<file path="config.mk">
export PLATFORM = sky130hd
export DESIGN_NAME = fifo_ctrl
export DESIGN_NICKNAME = d
export VERILOG_FILES = /design/src/rtl/fifo_ctrl.sv
export SDC_FILE = /design/constraint.sdc
export NUM_CORES = 1
export LEC_CHECK = 0
export ABC_AREA = 1
export BUFFER_PORTS_ARGS = -buffer_cell sky130_fd_sc_hd__buf_2
export CELL_PAD_IN_SITES_DETAIL_PLACEMENT = 1
export CELL_PAD_IN_SITES_GLOBAL_PLACEMENT = 1
export CORE_MARGIN = 2
export CORE_UTILIZATION = 35
export DETAILED_ROUTE_END_ITERATION = 6
export GPL_TIMING_DRIVEN = 0
export HOLD_SLACK_MARGIN = 0.05
export PLACE_DENSITY = 0.84
export REMOVE_ABC_BUFFERS = 1
export SYNTH_ARGS = -nofsm -noshare
export SYNTH_HDL_FRONTEND = slang
export SYNTH_SLANG_ARGS = --single-unit
</file>
<file path="constraint.sdc">
create_clock -name clk_i -period 4.5 [get_ports clk_i]
set_input_delay 0.675 -clock clk_i [delete_from_list [all_inputs] [get_ports clk_i]]
set_output_delay 0.675 -clock clk_i [all_outputs]
set_load 0.02 [all_outputs]
</file>
<file path="src/rtl/fifo_ctrl.sv">
// fifo_ctrl: pointer/status controller for a fifo_reg_file FIFO.
// Define FIFO_CTRL_ERR_EN to build the sticky overflow/underflow flags.
module fifo_ctrl #(
  parameter int unsigned ADDR_WIDTH = 2,
  parameter int unsigned AF_LEVEL   = 3,
  parameter int unsigned AE_LEVEL   = 1
) (
  input  logic                  clk_i,
  input  logic                  rst_ni,
  input  logic                  wr_i,
  input  logic                  rd_i,
  input  logic                  flush_i,
  input  logic                  err_clr_i,
  output logic                  wr_en_o,
  output logic [ADDR_WIDTH-1:0] w_addr_o,
  output logic [ADDR_WIDTH-1:0] r_addr_o,
  output logic                  full_o,
  output logic                  empty_o,
  output logic                  almost_full_o,
  output logic                  almost_empty_o,
  output logic [ADDR_WIDTH:0]   level_o,
  output logic                  overflow_o,
  output logic                  underflow_o
);

  localparam int unsigned PW = ADDR_WIDTH + 1;
  localparam logic [ADDR_WIDTH:0] PTR_INC = PW'(1);
  localparam logic [ADDR_WIDTH:0] DEPTH_L = PW'(2 ** ADDR_WIDTH);
  localparam logic [ADDR_WIDTH:0] AF_L    = PW'(AF_LEVEL);
  localparam logic [ADDR_WIDTH:0] AE_L    = PW'(AE_LEVEL);

  logic [ADDR_WIDTH:0] wr_ptr_q, wr_ptr_d;
  logic [ADDR_WIDTH:0] rd_ptr_q, rd_ptr_d;
  logic [ADDR_WIDTH:0] level;
  logic                push_ok;
  logic                pop_ok;

  assign level    = wr_ptr_q - rd_ptr_q;
  assign level_o  = level;
  assign w_addr_o = wr_ptr_q[ADDR_WIDTH-1:0];
  assign r_addr_o = rd_ptr_q[ADDR_WIDTH-1:0];

  assign full_o         = (level == DEPTH_L);
  assign empty_o        = (level == '0);
  assign almost_full_o  = (level >= AF_L);
  assign almost_empty_o = (level <= AE_L);

  // A pop frees the slot being overwritten, so push is legal when full
  assign push_ok = wr_i & (~full_o | rd_i);
  assign pop_ok  = rd_i & ~empty_o;
  assign wr_en_o = push_ok & ~flush_i & rst_ni;

  // Pointer next-state: flush beats any request
  always_comb begin
    wr_ptr_d = wr_ptr_q;
    rd_ptr_d = rd_ptr_q;
    if (flush_i) begin
      wr_ptr_d = '0;
      rd_ptr_d = '0;
    end else begin
      if (push_ok) wr_ptr_d = wr_ptr_q + PTR_INC;
      if (pop_ok)  rd_ptr_d = rd_ptr_q + PTR_INC;
    end
  end

  // Pointer registers
  always_ff @(posedge clk_i or negedge rst_ni) begin
    if (!rst_ni) begin
      wr_ptr_q <= '0;
      rd_ptr_q <= '0;
    end else begin
      wr_ptr_q <= wr_ptr_d;
      rd_ptr_q <= rd_ptr_d;
    end
  end

`ifdef FIFO_CTRL_ERR_EN
  logic ovf_q, ovf_d;
  logic udf_q, udf_d;
  logic ovf_set;
  logic udf_set;

  assign ovf_set = wr_i & ~push_ok & ~flush_i;
  assign udf_set = rd_i & ~pop_ok & ~flush_i;

  // Sticky error next-state: a new error wins over clear
  always_comb begin
    ovf_d = (ovf_q & ~err_clr_i) | ovf_set;
    udf_d = (udf_q & ~err_clr_i) | udf_set;
  end

  // Error registers
  always_ff @(posedge clk_i or negedge rst_ni) begin
    if (!rst_ni) begin
      ovf_q <= 1'b0;
      udf_q <= 1'b0;
    end else begin
      ovf_q <= ovf_d;
      udf_q <= udf_d;
    end
  end

  assign overflow_o  = ovf_q;
  assign underflow_o = udf_q;
`else
  logic unused_err_clr;

  assign unused_err_clr = err_clr_i;
  assign overflow_o     = 1'b0;
  assign underflow_o    = 1'b0;
`endif

endmodule

</file>
==> Yosys cells after proc, flatten, opt, wreduce, memory -nomap -nowiden <==
Index checks and enable logic that the tools add are counted.
W data, S select, Z words.
{ "op_classes": {"addsub": 3, "n_lt_le_gt_ge": 2, "n_eq_ne": 1, "muxes": 4, "n_bitwise": 8, "n_reduce_logical": 3} }
{ "op_table": {"columns": ["cell", "count"], "rows": [
  ["$mux W3", 4],
  ["$add A3 B1 Y3 const B", 2],
  ["$and A1 B1 Y1", 4],
  ["$reduce_bool A2 Y1", 2],
  ["$eq A3 B3 Y1 const B", 1],
  ["$ge A3 B2 Y1 const B", 1],
  ["$le A3 B1 Y1 const B", 1],
  ["$logic_not A3 Y1", 1],
  ["$not A1 Y1", 3],
  ["$sub A3 B3 Y3", 1],
  ["$or A1 B1 Y1", 1]
]} }
{ "totals": {"ff_bits": 6, "input_bits": 6, "out_inout_bits": 14} }

==> Longest topological paths before layout <==
{ "depth": {"depth_word": 7, "ltp_mapped": 11, "mapped_depth_nobuf": 11} }

==> Worst setup path before layout <==
Ideal clock, no wire load.
{ "synth_timing": {"path_type": "reg2out", "start": "reg wr_ptr_q[0]", "end": "out wr_en_o", "arrival_time_ns": 1.883, "t_required_ns": 3.825, "setup_slack_ns": 1.942, "path_stages_with_launch": 9, "n_path_buf": 0, "path_cell_list": "dfrtp_1 > inv_1 > ha_1 > fa_1 > nand2_1 > inv_1 > nand3_4 > nand2_4 > nor3_1"} }
{ "synth_via": {"elab_chain_len": 7} }
{ "synth_rtl": {"columns": ["element", "line_no", "text"], "rows": [
  ["start: declaration", "32", "logic [ADDR_WIDTH:0] wr_ptr_q, wr_ptr_d;"],
  ["start signal: assignment", "72", "wr_ptr_q <= wr_ptr_d;"],
  ["$sub A3 B3 Y3", "38", "assign level = wr_ptr_q - rd_ptr_q;"],
  ["$eq A3 B3 Y1", "43", "assign full_o = (level == DEPTH_L);"],
  ["$not A1 Y1", "49", "assign push_ok = wr_i & (~full_o | rd_i);"],
  ["$or A1 B1 Y1", "49", null],
  ["$and A1 B1 Y1", "49", null],
  ["$and A1 B1 Y1 (2 in a row)", "51", "assign wr_en_o = push_ok & ~flush_i & rst_ni;"],
  ["end: declaration", "14", "output logic wr_en_o,"]
]} }
No other way between the ends.

==> Worst setup path after layout <==
Same ends and word-level chain as after synthesis.

==> metrics <==
Layout Utilization 0.445; Synth area leaders dfrtp_1 (29%), inv_1 (9.3%), buf_4 (8.6%); DRT iter0 DRCs 0; WL/cell 11.0 µm; share of layout cells above drive strength 1 0.325; vias in the first global route 449; Setup Viol. Count Final 0; Post-DRT Antenna Nets 0; CTS Hold Buffers Added 0; Remaining DRCs 0; depth of the CTS H-tree 1; Synth Area in XOR/XNOR 0.0333; Commonest cells post-synth inv_1 (13), nand2_1 (10), nand3_1 (7); Worst Path Max Fanout 4; syn_area_per_cell 7.84 µm²; worst setup path category flop to output port; simple-gate share of the synthesized area 0.355; Antenna diodes 0; EDFF count, synth 0; Max Slew Vio Count 0; crit-path max cell delay 0.48 ns; ys async rst share 1.00; post-synthesis mux area share 0; row count 13; most used cell, CP inv_1; sequential power share 0.181; combinational share of power 0.705; setup_tns 0 ns; initial antenna violation count 0; metal2 WL 511 µm; Met1 Routed Length 479 µm; flops & latches, synth 6; Port Buffers 16; total number of vias 461; synth unique cells 18; crit-path cells inv_1, ha_1, fa_1, nand2_1, inv_1, nand3_4, nand2_4, nor3_1, buf_2; sw power 0.231 mW; Top FF cell, synth dfrtp_1; Die Height 42.8 µm; Post-CTS Resized 0; Max-cap violations 0; startpoint types flop; required time of the critical path 3.83 ns; largest net degree at the start of global routing 13; RSZ-0062 raised after global routing no; top layer in use met4; HPWL after detailed placement 880 µm; cell taking the most area after synthesis dfrtp_1; Starting Density 0.389; Syn. warnings 0; die width 42.8 µm; Placer Congestion 0.734; cell with the most instances after synthesis inv_1; Synth Instances 67; CP max-delay cell fa_1; Pint 0.189 mW; Top delay family on crit path adder cells; drt pass-1 iters 1; wire length on met3 45 µm; worst hold path class input port to asynchronous set/reset pin; status completed; sequential area share after synthesis 0.286; CTS tree built; setup bufs post-CTS 0; Final Hold Fails 0; Final Skew 0.00266 ns; number of buffers created by CTS 3; pwr/cell area 700 nW/µm²; GRT Total Usage 0.130; Peak VDD IR 215 µV; first-pass GRT wire length 1810 µm; worst path buffer plus inverter count 3; Net Sw Frac 0.550; final period utilization 0.615; Final #Nets 92; Arrival @ worst endpoint 2.09 ns; clock tree buffer depth 2; # IOs 20; leakage 0.374 nW; worst-skew pair later-pin latency 0.24 ns; Worst-path clk slew 0.05 ns; fin crit period 2.77 ns; Routed WL 1050 µm; compound-gate portion of the synthesized area 0.00952; Mapped Area 526 µm²; CTS Sinks 6; grt ovf 0; Crit. End Element output port; Post-Synth Adder-Cell Area 0.110; vias per cell 4.85; Core Region 1350 µm²; Clk network pwr share 0.114; top-area cell type share of the netlist area 0.286; Die ar. 1830 µm²; fmax 361 MHz; area grow syn2layout 14.3%; largest family of logic cells by synthesized area simple AND/OR/NAND/NOR gates; clk root buf clkbuf_4
[logic make-up after synthesis]
kind of cell,after synthesis
and+or+nand+nor,32
buffers and inverters,21
DFF,6
adders and majority gates,4
xor gates and xnor gates,2
AOI/OAI and AO/OA,1
other,1
[state kept, by name (all words and copies together), names as in the netlist]
register  flops
rd_ptr_q      3
wr_ptr_q      3
[layout by cell type (no fill, tap or decap)]
master,synthesis,final
ha_1,3,3
nand2_4,3,3
nand4_1,6,6
inv_1,13,13
nor3_1,1,1
buf_2,1,16
inv_4,1,1
o21ai_0,1,1
dfrtp_1,6,6
xor2_1,2,2
nand2_1,10,10
fa_1,1,1
clkbuf_4,0,3
nand3_1,7,7
nand3_4,1,1
nand2_2,2,2
nor2_1,2,2
conb_1,1,2
[worst register-to-register path: stages, from the launching register on]
cell     delay [ns]
dfrtp_1        0.39
inv_1          0.08
ha_1           0.21
fa_1           0.52
nand2_1        0.08
inv_1          0.15
nand3_4        0.12
nand2_4        0.09
nand3_1        0.06
nand2_1        0.07
[area by class of cell]
type | count | area [µm²]
clock buffers | 3 | 22.5
fillers | 180 | 749
flip-flops and latches | 6 | 150
repair buffers | 16 | 80.1
multi-input cells | 41 | 274
inverters | 14 | 55.1
well taps | 15 | 18.8
[worst paths after layout]
kind / start / end / slack, ns / cells past startpoint
worst max register to register: wr_ptr_q[0] / wr_ptr_q[0] / 2.65 / 9
worst min-delay path: rst_ni / wr_ptr_q[2] / 0.26 / 1
worst max-delay path: wr_ptr_q[0] / wr_en_o / 1.73 / 9
max in group asynchronous: rst_ni / rd_ptr_q[2] / 4.09 / 1
min in group clk_i: wr_ptr_q[2] / wr_ptr_q[2] / 0.57 / 2
worst min register to register: wr_ptr_q[2] / wr_ptr_q[2] / 0.57 / 2
[through the flow]
stage	setup slack (ns)	std cells	hold WS [ns]	instance area, µm²	power, mW
after floorplan	1.80	61	0.379	479	0.291
after global placement	2.01	92	0.511	578	0.370
after detailed placement	1.96	92	0.516	578	0.378
after CTS	1.70	95	0.254	601	0.429
after global routing	1.57	95	0.258	601	0.459
final	1.73	95	0.258	601	0.420
[power groups by stage]
stage	logic [mW]	clock network [mW]	registers (mW)
2_1_floorplan	0.205	0	0.0859
3_3_place_gp	0.293	0	0.0766
3_5_place_dp	0.301	0	0.0772
4_1_cts	0.302	0.0514	0.0763
5_1_grt	0.326	0.0543	0.0787
6_report	0.296	0.0480	0.0761
[routing by layer]
| metal | vias to the layer above | global-route usage |
|---|---|---|
| li1 | 232 | - |
| met1 | 217 | 0.167 |
| met2 | 10 | 0.200 |
| met3 | 2 | 0.0128 |
| met4 | 0 | 0.0938 |
| met5 | - | 0 |
No activity file was read; power rests on OpenSTA's default activity.
